===== src/rtl/mdu_div_pkg.sv =====
// Shared CPU defines for the iterative divider: FSM states, widths and sign helpers.
package mdu_div_pkg;

  localparam int unsigned DATA_W    = 32;
  localparam int unsigned REM_W     = DATA_W + 1;
  localparam int unsigned DIV_STEPS = 32;
  localparam int unsigned CNT_W     = 5;

  typedef enum logic [1:0] {
    IDLE = 2'd0,
    BUSY = 2'd1,
    DONE = 2'd2
  } div_state_e;

  // Magnitude of v, treating it as two's complement only when is_signed is set.
  function automatic logic [DATA_W-1:0] abs_val(input logic [DATA_W-1:0] v,
                                                input logic              is_signed);
    return (is_signed && v[DATA_W-1]) ? DATA_W'(~v + DATA_W'(1)) : v;
  endfunction

  function automatic logic [DATA_W-1:0] cond_neg(input logic [DATA_W-1:0] v,
                                                 input logic              neg);
    return neg ? DATA_W'(~v + DATA_W'(1)) : v;
  endfunction

endpackage


===== src/rtl/div_step.sv =====
// One restoring radix-2 division iteration on a 33-bit partial remainder.
module div_step
  import mdu_div_pkg::*;
(
  input  logic [REM_W-1:0]  rem_i,
  input  logic [DATA_W-1:0] quo_i,
  input  logic [DATA_W-1:0] dvs_i,
  output logic [REM_W-1:0]  rem_o,
  output logic [DATA_W-1:0] quo_o
);

  logic [REM_W-1:0] shifted;
  logic [REM_W-1:0] dvs_ext;
  logic             fits;

  // Bring the next dividend bit into the remainder, then try to subtract.
  always_comb begin
    shifted = {rem_i[REM_W-2:0], quo_i[DATA_W-1]};
    dvs_ext = {1'b0, dvs_i};
    fits    = (shifted >= dvs_ext);
    rem_o   = fits ? REM_W'(shifted - dvs_ext) : shifted;
    quo_o   = {quo_i[DATA_W-2:0], fits};
  end

endmodule


===== src/rtl/mdu_div.sv =====
// Multi-cycle DIV/DIVU unit: 32 restoring steps, stalls the E stage while busy.
module mdu_div
  import mdu_div_pkg::*;
(
  input  logic              clk,
  input  logic              resetn,
  input  logic              div_en,
  input  logic              div_signed,
  input  logic [DATA_W-1:0] opa,
  input  logic [DATA_W-1:0] opb,
  input  logic              pipe_stall,
  input  logic              flush,
  output logic              div_stall,
  output logic              div_valid,
  output logic [DATA_W-1:0] quot,
  output logic [DATA_W-1:0] rem
);

  div_state_e        state_q, state_d;
  logic [CNT_W-1:0]  cnt_q, cnt_d;
  logic [REM_W-1:0]  prem_q, prem_d;
  logic [DATA_W-1:0] quo_q, quo_d;
  logic [DATA_W-1:0] dvs_q, dvs_d;
  logic              sa_q, sa_d;
  logic              sb_q, sb_d;
  logic              sgn_q, sgn_d;
  logic [DATA_W-1:0] res_quot_q, res_quot_d;
  logic [DATA_W-1:0] res_rem_q, res_rem_d;
  logic              valid_q, valid_d;

  logic [REM_W-1:0]  step_rem;
  logic [DATA_W-1:0] step_quo;
  logic              opb_zero;

  assign opb_zero = (opb == '0);

  div_step u_div_step (
    .rem_i (prem_q),
    .quo_i (quo_q),
    .dvs_i (dvs_q),
    .rem_o (step_rem),
    .quo_o (step_quo)
  );

  // Hazard-unit stall: must drop in the same cycle as a flush.
  assign div_stall = ~flush & (((state_q == IDLE) & div_en & ~opb_zero) | (state_q == BUSY));
  assign div_valid = valid_q;
  assign quot      = res_quot_q;
  assign rem       = res_rem_q;

  always_ff @(posedge clk) begin
    if (!resetn) begin
      state_q    <= IDLE;
      cnt_q      <= '0;
      prem_q     <= '0;
      quo_q      <= '0;
      dvs_q      <= '0;
      sa_q       <= 1'b0;
      sb_q       <= 1'b0;
      sgn_q      <= 1'b0;
      res_quot_q <= '0;
      res_rem_q  <= '0;
      valid_q    <= 1'b0;
    end else begin
      state_q    <= state_d;
      cnt_q      <= cnt_d;
      prem_q     <= prem_d;
      quo_q      <= quo_d;
      dvs_q      <= dvs_d;
      sa_q       <= sa_d;
      sb_q       <= sb_d;
      sgn_q      <= sgn_d;
      res_quot_q <= res_quot_d;
      res_rem_q  <= res_rem_d;
      valid_q    <= valid_d;
    end
  end

  always_comb begin
    state_d    = state_q;
    cnt_d      = cnt_q;
    prem_d     = prem_q;
    quo_d      = quo_q;
    dvs_d      = dvs_q;
    sa_d       = sa_q;
    sb_d       = sb_q;
    sgn_d      = sgn_q;
    res_quot_d = res_quot_q;
    res_rem_d  = res_rem_q;

    unique case (state_q)
      IDLE: begin
        if (div_en && !flush) begin
          if (opb_zero) begin
            res_quot_d = '1;
            res_rem_d  = opa;
            state_d    = DONE;
          end else begin
            // Operands are captured here only; later changes on opa/opb are ignored.
            quo_d   = abs_val(opa, div_signed);
            dvs_d   = abs_val(opb, div_signed);
            prem_d  = '0;
            cnt_d   = '0;
            sa_d    = opa[DATA_W-1];
            sb_d    = opb[DATA_W-1];
            sgn_d   = div_signed;
            state_d = BUSY;
          end
        end
      end
      BUSY: begin
        prem_d = step_rem;
        quo_d  = step_quo;
        cnt_d  = cnt_q + CNT_W'(1);
        if (cnt_q == CNT_W'(DIV_STEPS - 1)) begin
          res_quot_d = cond_neg(step_quo, sgn_q & (sa_q ^ sb_q));
          res_rem_d  = cond_neg(step_rem[DATA_W-1:0], sgn_q & sa_q);
          state_d    = DONE;
        end
      end
      DONE: begin
        if (!pipe_stall) state_d = IDLE;
      end
      default: state_d = IDLE;
    endcase

    if (flush) state_d = IDLE;
    valid_d = (state_d == DONE);
  end

endmodule


===== config.mk =====
export PLATFORM = sky130hd
export DESIGN_NAME = mdu_div
export DESIGN_NICKNAME = d
export VERILOG_FILES = /design/src/rtl/mdu_div_pkg.sv /design/src/rtl/div_step.sv /design/src/rtl/mdu_div.sv
export SDC_FILE = /design/constraint.sdc
export NUM_CORES = 1
export LEC_CHECK = 0
export BUFFER_PORTS_ARGS = -buffer_cell sky130_fd_sc_hd__buf_2
export CAP_MARGIN = 20
export CORE_ASPECT_RATIO = 1.75
export CORE_MARGIN = 5
export CORE_UTILIZATION = 55
export DETAILED_ROUTE_END_ITERATION = 8
export PLACE_DENSITY = 0.79
export SLEW_MARGIN = 5
export SYNTH_ARGS = -nofsm -noshare
export SYNTH_HDL_FRONTEND = slang
export SYNTH_HIERARCHICAL = 1
export SYNTH_SLANG_ARGS = --single-unit

===== constraint.sdc =====
create_clock -name clk -period 12.43 [get_ports clk]
set_input_delay 2.486 -clock clk [delete_from_list [all_inputs] [get_ports clk]]
set_output_delay 2.486 -clock clk [all_outputs]
set_load 0.1 [all_outputs]

==> results.json <==
{
  "gp_congestion": 0.909,
  "drtIter0Drc": 949,
  "outcome": "finished clean",
  "drt_wl_total_mm": 34.2,
  "worstPathMaxFanout": 11,
  "critPathArrivalTime_ns": 4.70,
  "slew_headroom_pct": 31.9,
  "synth_area_per_cell_um2": 8.00,
  "crit_chain": "buf_2 > inv_1 > ha_1 > or3b_2 > nor2_4 > nand4_2 > o21ai_1 > buf_4 > o21ai_0 > buf_2",
  "power.leakage_nw": 5.29,
  "setup_viol": 0,
  "fin_skew_ns": 0.0100,
  "crit_type": "in2out",
  "ioPinCount": 136,
  "fmax_mhz": 139,
  "grt_antenna_before_repair": 1,
  "path_delay_family": "simple AND/OR/NAND/NOR gates",
  "wl_per_cell_um": 18.6,
  "met2_usage_pct": 48.7,
  "rsz0062_at_grt": "false",
  "synth_area_mm2": 0.0120,
  "setup.worst_path.start_class": "input pin",
  "power_density_mw_per_mm2": 109,
  "rows": 71,
  "fin_nets": 1640,
  "period_minus_slack_ns": 7.19,
  "synthCells": 1498,
  "cp.required_ns": 9.94,
  "use_met3_pct": 2.92,
  "post_cts_buffers": 0,
  "crit_top_cell": "buf_2",
  "grt_pass1_vias": 11000,
  "grtUsageMet1_pct": 28.8,
  "clock-sinks": 171,
  "path_depth": 10,
  "grt_pass1_wl_mm": 54.1,
  "rr_startpoint": "dvs_q[1]$_SDFFE_PN0P_",
  "htreeDepth": 4,
  "r2r_slack_ns": 6.67,
  "die_x_um": 122,
  "dpl.hpwl_mm": 25.6,
  "regToRegEndpoint": "rem[27]$_SDFFE_PN0P_",
  "endpoint_kind": "output port",
  "ctsHoldBuffers": 0,
  "maxCapViolCount": 0,
  "cts_root_buf": "clkbuf_16",
  "peakVddDrop_v": 0.0000966,
  "clock_latency_ns": 0.43,
  "grt.busiest_layer": "met2",
  "syn_to_final_growth_pct": 8.83,
  "cp-startpoint": "opb[1]",
  "worstHoldPathType": "reg2reg",
  "dieArea_mm2": 0.0250,
  "start_util_pct": 55.8,
  "vias_per_cell": 6.17,
  "fin_area_mm2": 0.0130,
  "drv_slew": 0,
  "critPathCapture": "div_stall",
  "power_w": 0.00142,
  "final.period_utilization_pct": 57.9,
  "placed_cell_area_mm2": 0.0124,
  "min_path_cells": 2,
  "instances_no_fill": 1836,
  "cts_buffers": 17,
  "drive_above_1_share_pct": 16.4,
  "cts_tree": "yes",
  "post_cts_resized": 0,
  "finalCoreUtilization_pct": 60.7,
  "ctsLongestPathBuffers": 2,
  "die_h_um": 205,
  "synth_nets": 1607,
  "core_mm2": 0.0215,
  "grtUsageTotal_pct": 26.8,
  "path_buf_inv": 4,
  "tns_ns": 0,
  "post-route-drc-count": 0,
  "dp.cells": 1803,
  "worst_pin_slew_ns": 1.02,
  "antenna_left": 0,
  "grt_max_degree": 74,
  "dr.pass1.iters": 5,
  "synth_warnings": 6,
  "port_buffers": 135,
  "overflow": 0,
  "cp_slowest_stage_delay_ns": 0.54,
  "fill_cells": 2002,
  "hold_violations": 0,
  "vias": 11300,
  "r2r_cells": 16,
  "cp_slowest_cell": "or3b_2",
  "cts.clk_slew.worst_paths_ns": 0.07
}
sequential cells by signal, indices dropped and copies added (netlist names):
signal and cells:
state_q 2, cnt_q 5, prem_q 32, sgn_q 1
quo_q 32, div_valid 1, quot 32, dvs_q 32
sa_q 1, rem 32, sb_q 1
where the power goes:
group	internal, W	leakage (nW)	switching (W)
Sequential	0.000564	1.39	0.0000172
Combinational	0.000113	3.63	0.000189
Clock	0.000301	0.279	0.000232
cell usage in the layout (no fill, tap or decap), drive strengths merged, types with 15 or more instances in the layout:
cell,n
nand2,99
inv,58
o21ai,124
a21oi,120
mux2,31
xor2,57
a21o,15
nor4,21
o31ai,31
buf,150
a211oi,21
o41ai,21
nor3,27
dfxtp,171
a31oi,29
nor2,129
a22oi,38
xnor2,77
ha,38
o211ai,30
or3,18
clkbuf,18
nand3,56
or4,18
metrics by stage:
step                      hold WS, ns  worst slack (ns)
after floorplan                 0.432              4.91
after global placement          0.442              5.35
after detailed placement        0.447              5.25
after CTS                       0.456              5.25
after global routing            0.474              5.13
final                           0.456              5.24
routing by layer:
layer	part of all wire [%]	vias up
met5	0	-
met4	6.2	0
met3	4.2	118
met2	52	393
met1	38	5299
li1	-	5526
worst reg2reg max path, cell delays in order (launching register included):
cell      delay, ns
dfxtp_1        0.38
inv_1          0.06
ha_1           0.28
nor2b_1        0.14
o2111a_1       0.25
o41ai_2        0.56
o21a_1         0.23
o211a_2        0.31
o211ai_4       0.12
nand2_4        0.49
mux2_2         0.50
nor4_1         0.77
nand4b_1       0.51
nor3_1         0.56
a21oi_1        0.15
xnor2_1        0.17
o221ai_1       0.14
worst min-delay path by stage:
| stage | start | end |
|---|---|---|
| 6_report | rem[3]$_SDFFE_PN0P_ | rem[3]$_SDFFE_PN0P_ |
| 5_1_grt | rem[3]$_SDFFE_PN0P_ | rem[3]$_SDFFE_PN0P_ |
| 4_1_cts | rem[3]$_SDFFE_PN0P_ | rem[3]$_SDFFE_PN0P_ |
| 3_5_place_dp | rem[3]$_SDFFE_PN0P_ | rem[3]$_SDFFE_PN0P_ |
| 3_3_place_gp | rem[3]$_SDFFE_PN0P_ | rem[3]$_SDFFE_PN0P_ |
| 2_1_floorplan | dvs_q[31]$_SDFFE_PN0P_ | dvs_q[31]$_SDFFE_PN0P_ |
final cells by class:
cell class	count	area (um^2)	area share [%]
Clock inverter	13	141	1.08
Clock buffer	18	439	3.37
Timing Repair Buffer	150	800	6.13
Tap cell	292	365	2.80
Sequential cell	171	3420	26.2
Multi-Input combinational cell	1136	7670	58.8
Antenna cell	1	2.50	0.0192
Inverter	55	206	1.58
Note: power is estimated with default switching activity, not from simulation.
